## src/rtl/l1_pkg.sv

```systemverilog
// +------------------------------------------------------------------+
// | l1_pkg : shared types and constants for the layer-1 sequencer    |
// | Rev 1.0                                                          |
// +------------------------------------------------------------------+
`default_nettype none

package l1_pkg;

  typedef enum logic [1:0] {
    IDLE  = 2'd0,
    FILL  = 2'd1,
    DRAIN = 2'd2,
    DONE  = 2'd3
  } l1_seq_state_t;

  localparam int L1_POOL_PIX = 169;
  localparam int L1_WIN_PIX  = 121;
  localparam int L1_GRP_GAP  = 5;
  localparam int L1_CNT_W    = 8;

endpackage

`default_nettype wire

```

## src/rtl/l1_frame_seq_if.sv

```systemverilog
// +------------------------------------------------------------------+
// | l1_frame_seq_if : handshake bundle between the sequencer and its |
// | conv / layer_1 / downstream neighbours.  Rev 1.0                 |
// +------------------------------------------------------------------+
`default_nettype none

interface l1_frame_seq_if #(
  parameter int CNT_W = 8
);

  logic             frm_start;
  logic             abort;
  logic             grp_rdy;
  logic             ds_bsy;
  logic             win_done;
  logic             grp_ack;
  logic             pool_strt;
  logic             l1_bsy_in;
  logic             tx_done;
  logic             frame_busy;
  logic [CNT_W-1:0] pool_cnt;
  logic [CNT_W-1:0] win_cnt;
  logic             err;

  modport master (
    output frm_start, abort, grp_rdy, ds_bsy, win_done,
    input  grp_ack, pool_strt, l1_bsy_in, tx_done, frame_busy,
           pool_cnt, win_cnt, err
  );

  modport slave (
    input  frm_start, abort, grp_rdy, ds_bsy, win_done,
    output grp_ack, pool_strt, l1_bsy_in, tx_done, frame_busy,
           pool_cnt, win_cnt, err
  );

endinterface

`default_nettype wire

```

## src/rtl/l1_gap_timer.sv

```systemverilog
// +------------------------------------------------------------------+
// | l1_gap_timer : 3-bit loadable down-counter that paces strt.      |
// | Rev 1.0                                                          |
// +------------------------------------------------------------------+
`default_nettype none

module l1_gap_timer #(
  parameter logic [2:0] LOAD_VAL = 3'd4
) (
  input  logic clk,
  input  logic rst,
  input  logic load,
  output logic zero
);

  logic [2:0] r_cnt;

  always_ff @(posedge clk) begin
    if (rst) begin
      r_cnt <= 3'd0;
    end else if (load) begin
      r_cnt <= LOAD_VAL;
    end else if (r_cnt != 3'd0) begin
      r_cnt <= r_cnt - 3'd1;
    end
  end

  assign zero = (r_cnt == 3'd0);

endmodule

`default_nettype wire

```

## src/rtl/l1_frame_seq.sv

```systemverilog
// +------------------------------------------------------------------+
// | l1_frame_seq : frame sequencer pacing pool groups into layer_1   |
// | and counting pooled pixels / consumed windows.  Rev 1.0          |
// +------------------------------------------------------------------+
`default_nettype none

module l1_frame_seq
  import l1_pkg::*;
#(
  parameter int POOL_PIX = L1_POOL_PIX,
  parameter int WIN_PIX  = L1_WIN_PIX,
  parameter int GRP_GAP  = L1_GRP_GAP,
  parameter int CNT_W    = L1_CNT_W
) (
  input  logic           clk,
  input  logic           rst,
  l1_frame_seq_if.slave  bus
);

  localparam logic [CNT_W-1:0] c_POOL_MAX  = CNT_W'(POOL_PIX);
  localparam logic [CNT_W-1:0] c_POOL_LAST = CNT_W'(POOL_PIX - 1);
  localparam logic [CNT_W-1:0] c_WIN_MAX   = CNT_W'(WIN_PIX);
  localparam logic [CNT_W-1:0] c_WIN_LAST  = CNT_W'(WIN_PIX - 1);
  localparam logic [CNT_W-1:0] c_ONE       = CNT_W'(1);

  l1_seq_state_t    r_state;
  l1_seq_state_t    w_next;
  logic [CNT_W-1:0] r_pool_cnt;
  logic [CNT_W-1:0] r_win_cnt;
  logic             r_err;
  logic             w_ack;
  logic             w_start;
  logic             w_win_inc;
  logic             w_win_final;
  logic             w_err_set;
  logic             w_gap_zero;

  l1_gap_timer #(
    .LOAD_VAL (3'(GRP_GAP - 1))
  ) u_gap_timer (
    .clk  (clk),
    .rst  (rst),
    .load (w_ack),
    .zero (w_gap_zero)
  );

  always_ff @(posedge clk) begin
    if (rst) begin
      r_state <= IDLE;
    end else begin
      r_state <= w_next;
    end
  end

  always_comb begin
    w_next      = r_state;
    w_ack       = 1'b0;
    w_start     = 1'b0;
    w_win_inc   = 1'b0;
    w_win_final = 1'b0;
    w_err_set   = 1'b0;
    case (r_state)
      IDLE: begin
        w_err_set = bus.win_done;
        if (bus.frm_start) begin
          w_start = 1'b1;
          w_next  = FILL;
        end
      end
      FILL, DRAIN: begin
        // abort suppresses the ack in the very cycle it is seen
        w_ack = (r_state == FILL) && bus.grp_rdy && w_gap_zero &&
                !bus.abort && (r_pool_cnt != c_POOL_MAX);
        if (bus.win_done) begin
          if (r_win_cnt == c_WIN_MAX) begin
            w_err_set = 1'b1;
          end else begin
            w_win_inc   = 1'b1;
            w_win_final = (r_win_cnt == c_WIN_LAST);
          end
        end
        if (bus.abort || w_win_final) begin
          w_next = DONE;
        end else if (w_ack && (r_pool_cnt == c_POOL_LAST)) begin
          w_next = DRAIN;
        end
      end
      DONE: begin
        w_err_set = bus.win_done;
        w_next    = IDLE;
      end
      default: w_next = IDLE;
    endcase
  end

  // counters hold through DONE/IDLE so the frame totals stay readable
  always_ff @(posedge clk) begin
    if (rst) begin
      r_pool_cnt <= '0;
      r_win_cnt  <= '0;
      r_err      <= 1'b0;
    end else begin
      if (w_start) begin
        r_pool_cnt <= '0;
      end else if (w_ack) begin
        r_pool_cnt <= r_pool_cnt + c_ONE;
      end

      if (w_start) begin
        r_win_cnt <= '0;
      end else if (w_win_inc) begin
        r_win_cnt <= r_win_cnt + c_ONE;
      end

      if (w_err_set) begin
        r_err <= 1'b1;
      end else if (w_start) begin
        r_err <= 1'b0;
      end
    end
  end

  assign bus.grp_ack    = w_ack;
  assign bus.pool_strt  = w_ack;
  assign bus.tx_done    = (r_state == DONE);
  assign bus.frame_busy = (r_state == FILL) || (r_state == DRAIN);
  assign bus.l1_bsy_in  = bus.ds_bsy || (r_state == IDLE) || (r_state == DONE);
  assign bus.pool_cnt   = r_pool_cnt;
  assign bus.win_cnt    = r_win_cnt;
  assign bus.err        = r_err;

endmodule

`default_nettype wire
```

## src/flat_wrapper.sv

```systemverilog
// flat-port wrapper written by rule: the top's interface ports become plain ports
module l1_frame_seq_flat import l1_pkg::*;
#(
  parameter int POOL_PIX = L1_POOL_PIX,
  parameter int WIN_PIX  = L1_WIN_PIX,
  parameter int GRP_GAP  = L1_GRP_GAP,
  parameter int CNT_W    = L1_CNT_W
)
  (clk, rst, bus_frm_start, bus_abort, bus_grp_rdy, bus_ds_bsy, bus_win_done, bus_grp_ack, bus_pool_strt, bus_l1_bsy_in, bus_tx_done, bus_frame_busy, bus_pool_cnt, bus_win_cnt, bus_err);
  l1_frame_seq_if #(.CNT_W(CNT_W)) bus_i ();
  input  logic clk;
  input  logic rst;
  input wire logic [$bits(bus_i.frm_start)-1:0] bus_frm_start;
  input wire logic [$bits(bus_i.abort)-1:0] bus_abort;
  input wire logic [$bits(bus_i.grp_rdy)-1:0] bus_grp_rdy;
  input wire logic [$bits(bus_i.ds_bsy)-1:0] bus_ds_bsy;
  input wire logic [$bits(bus_i.win_done)-1:0] bus_win_done;
  output wire logic [$bits(bus_i.grp_ack)-1:0] bus_grp_ack;
  output wire logic [$bits(bus_i.pool_strt)-1:0] bus_pool_strt;
  output wire logic [$bits(bus_i.l1_bsy_in)-1:0] bus_l1_bsy_in;
  output wire logic [$bits(bus_i.tx_done)-1:0] bus_tx_done;
  output wire logic [$bits(bus_i.frame_busy)-1:0] bus_frame_busy;
  output wire logic [$bits(bus_i.pool_cnt)-1:0] bus_pool_cnt;
  output wire logic [$bits(bus_i.win_cnt)-1:0] bus_win_cnt;
  output wire logic [$bits(bus_i.err)-1:0] bus_err;
  assign bus_i.frm_start = bus_frm_start;
  assign bus_i.abort = bus_abort;
  assign bus_i.grp_rdy = bus_grp_rdy;
  assign bus_i.ds_bsy = bus_ds_bsy;
  assign bus_i.win_done = bus_win_done;
  assign bus_grp_ack = bus_i.grp_ack;
  assign bus_pool_strt = bus_i.pool_strt;
  assign bus_l1_bsy_in = bus_i.l1_bsy_in;
  assign bus_tx_done = bus_i.tx_done;
  assign bus_frame_busy = bus_i.frame_busy;
  assign bus_pool_cnt = bus_i.pool_cnt;
  assign bus_win_cnt = bus_i.win_cnt;
  assign bus_err = bus_i.err;
  l1_frame_seq #(.POOL_PIX(POOL_PIX), .WIN_PIX(WIN_PIX), .GRP_GAP(GRP_GAP), .CNT_W(CNT_W)) u_core (.clk(clk), .rst(rst), .bus(bus_i));
endmodule
```

## config.mk

```make
export PLATFORM = sky130hd
export DESIGN_NAME = l1_frame_seq_flat
export DESIGN_NICKNAME = d
export VERILOG_FILES = /design/src/rtl/l1_pkg.sv /design/src/rtl/l1_frame_seq_if.sv /design/src/rtl/l1_gap_timer.sv /design/src/rtl/l1_frame_seq.sv /design/src/flat_wrapper.sv
export SDC_FILE = /design/constraint.sdc
export NUM_CORES = 1
export LEC_CHECK = 0
export CORE_UTILIZATION = 44
export CTS_BUF_LIST = sky130_fd_sc_hd__clkbuf_8 sky130_fd_sc_hd__clkbuf_16
export DETAILED_ROUTE_END_ITERATION = 16
export PLACE_DENSITY = 0.74
export SETUP_SLACK_MARGIN = 0.02
export SYNTH_ARGS = -nofsm -noshare
export SYNTH_HDL_FRONTEND = slang
export SYNTH_HIERARCHICAL = 1
export SYNTH_SLANG_ARGS = --single-unit
```

## constraint.sdc

```tcl
create_clock -name clk -period 2.16 [get_ports clk]
set_clock_uncertainty 0.05 [all_clocks]
set_input_delay 0.648 -clock clk [delete_from_list [all_inputs] [get_ports clk]]
set_output_delay 0.648 -clock clk [all_outputs]
set_load 0.02 [all_outputs]
```

==> impl_metrics.toml <==
[pwr]
vdd_drop_max_uv = 704
p_leak_uw = 0.000818
powerDensity_nw_per_um2 = 766

[worst_setup_path]
end_kind = "output pin"
slowest_stage = "dfxtp_1"
cp_num_cells = 7
r2r_end = "u_core/bus.pool_cnt[4]"
reg2reg_depth = 8
r2r-start = "u_core/u_gap_timer/r_cnt[1]"
crit_chain = "inv_2 -> ha_4 -> ha_4 -> and4b_1 -> nand2_2 -> nor2_4 -> buf_6"
critPathTopFamily = "simple AND/OR/NAND/NOR gates"
critPathMaxStageDelay_ps = 310
rrSetupSlack_ps = 290
worst-path-buf-inv = 2
worst-setup-path-type = "flop to output pin"
crit_top_cell = "ha_4"
critPathLaunchType = "flop"
critPathArrivalTime_ps = 1470
worstPathRequired_ps = 1460
cp_max_fo = 3

[global_routing]
grt_max_degree = 16
antenna_found_initial = 0
overflow = 0
grt_pass1_wl_mm = 5.58
grt_use_total_pct = 22.3
first_global_vias = 1306

[synth]
seq_area_frac_synth_pct = 34.3
synthArstFlopShare_pct = 0
synth_top_area_share_pct = 34.3
yosysTopAreaCell = "dfxtp_1"
synth_edf_count = 0
syn_area_per_cell_um2 = 8.50
synth_common_cells = "dfxtp_1, inv_1, ha_1, nand2_1, nand3_1"
syn_nets = 170
yosysMostFrequentCell = "dfxtp_1"
synthCells = 151
yosysWarnings = 6
syn_area_um2 = 1280
ys.flop_type = "dfxtp_1"
ys_types = 38
ys_ff_latch = 22
synthTopCellsByArea = "dfxtp_1, ha_1, nand3_1"

[sta]
fmax_ghz = 0.461
timing.final.crit_share_pct = 100
finalSetupTns_ps = -19.7
setup_viol = 2
slew_headroom_pct = 76.4
fin_ws_ps = -10.2
min_period_ps = 2170
finalMaxSlewViolations = 0
rsz0062_at_grt = "yes"
tightest_slew_ps = 349
hold_violations = 0

[route]
drtIter0Drc = 55
wl_per_cell_um = 13.4
routed.top_layer = "met4"
route.detailed.drc = 0
drt_wl_total_mm = 3.29
routed-wl-met3_um = 128
drt-met1-wl_mm = 1.41
vias = 1337
vias_per_cell = 5.43
dr_wl_met2_mm = 1.71
ant_nets = 0
dr.pass1.iters = 4

[placement]
dp_slack_ps = -697
gp_congestion = 0.824
dpl_cell_area_um2 = 1870
dpl.hpwl_mm = 2.50
port_buffers = 28

[clock_network]
cts-root-buf = "clkbuf_8"
h-tree-depth = 1
tritoncts = "done"
cts_buffer_depth = 2
hold_buffers = 0
cts_buffers = 3
insertion_delay_ps = 260
cts.sinks = 22
clk_pin_slew_ps = 80

[floorplanning]
die-area_um2 = 3140
num_io_pins = 29
fp-row-count = 19
core_area_um2 = 2760
die_x_um = 56.0
start_util_pct = 46.6
die_y_um = 56.0

[cells_and_area]
n_antenna_cell = 0
area_delta_synth_final_pct = 53.4
drive_gt1_share_pct = 27.0
final_cell_area_um2 = 1970
finish.utilization_pct = 71.4
finalNetCount = 235

[worst_hold_path]
worstHoldStart = "u_core/bus.err"
min_path_cells = 1
min_delay_worst_endpoint = "u_core/bus.err"
min_path_type = "flop to flop"

[run_status]
violations = "setup timing"
status = "finished with violations"

[run]
maxCapViolCount = 0
[cell families (layout without fill, tap and decap cells)]
family | count (synthesis) | count (layout) | synth area share [%]
buffers and inverters | 17 | 81 | 5.85
AO/OA/AOI/OAI | 28 | 28 | 14.8
AND/OR/NAND/NOR | 63 | 63 | 27.1
flip-flops | 22 | 22 | 34.3
adder cells (fa/ha/maj) | 12 | 12 | 11.7
XOR/XNOR | 8 | 8 | 5.46
multiplexers | 1 | 1 | 0.780
[layout by cell type (no fill, tap or decap), types with 4 or more instances in the layout]
master / n
a21oi_1: 10
nor2_1: 9
xor2_1: 5
buf_4: 35
ha_1: 10
nand2_1: 11
nor3_1: 4
clkdlybuf4s50_1: 20
dfxtp_1: 19
inv_1: 11
nand4_1: 5
or4_1: 4
nand3_1: 11
o21ai_0: 4
[metrics by stage]
step	cells	power, µW	hold WS (ps)
6_report	246	1510	427
5_1_grt	246	1600	453
4_1_cts	245	1510	434
3_5_place_dp	239	1100	414
3_3_place_gp	239	1070	409
2_1_floorplan	151	842	421
[flip-flops by register name (all words and copies together), names as in the netlist]
name and flops:
u_core/bus.pool_cnt 8, u_core/bus.win_cnt 8, u_core/u_gap_timer/r_cnt 3, u_core/r_state 2, u_core/bus.err 1
[layout make-up]
type                    count  area (µm²)
repair buffers             64         558
fillers                   213         788
clock inverters             1        30.0
well taps                  31        38.8
multi-input cells         112         808
inverters                  13        48.8
flip-flops and latches     22         444
clock buffers               3        41.3
[repair_timing]
item / 4_1_cts / 5_1_grt
buffers inserted: 2 / 1
endpoints found under the setup margin: 5 / 3
pin swaps: 6 / 4
cloned: 0 / 0
resized for setup: 30 / 1
[layer usage]
| metal | GRT usage (%) | vias to the layer above |
|---|---|---|
| met4 | 7.67 | 0 |
| met5 | 0 | - |
| li1 | - | 667 |
| met2 | 39.6 | 46 |
| met3 | 3.26 | 4 |
| met1 | 27.3 | 620 |
[worst register-to-register path: stages (launching register included)]
cell     delay (ps)
dfxtp_1         310
inv_2            70
ha_4            140
ha_4            120
and4b_1         220
nand2_2          90
buf_4           160
or4_1           500
a21oi_1         160
[how the worst max path moves through the flow]
stage,start,endpoint,slack [ps]
floorplan,bus_abort,bus_pool_strt,1
global placement,bus_abort,bus_grp_ack,-680
detailed placement,bus_abort,bus_grp_ack,-700
CTS,u_core/u_gap_timer/r_cnt[0],bus_grp_ack,-60
global route,u_core/u_gap_timer/r_cnt[0],bus_grp_ack,-90
finish,u_core/u_gap_timer/r_cnt[1],bus_pool_strt,-10
[where the power goes]
group	total, µW	switching [µW]	leakage, µW	internal [µW]
sequential	479	29.0	0.000179	450
combinational	643	306	0.000603	336
clock	386	139	0.0000357	248
total	1510	474	0.000818	1030
Power figures use the tool's default switching activity.
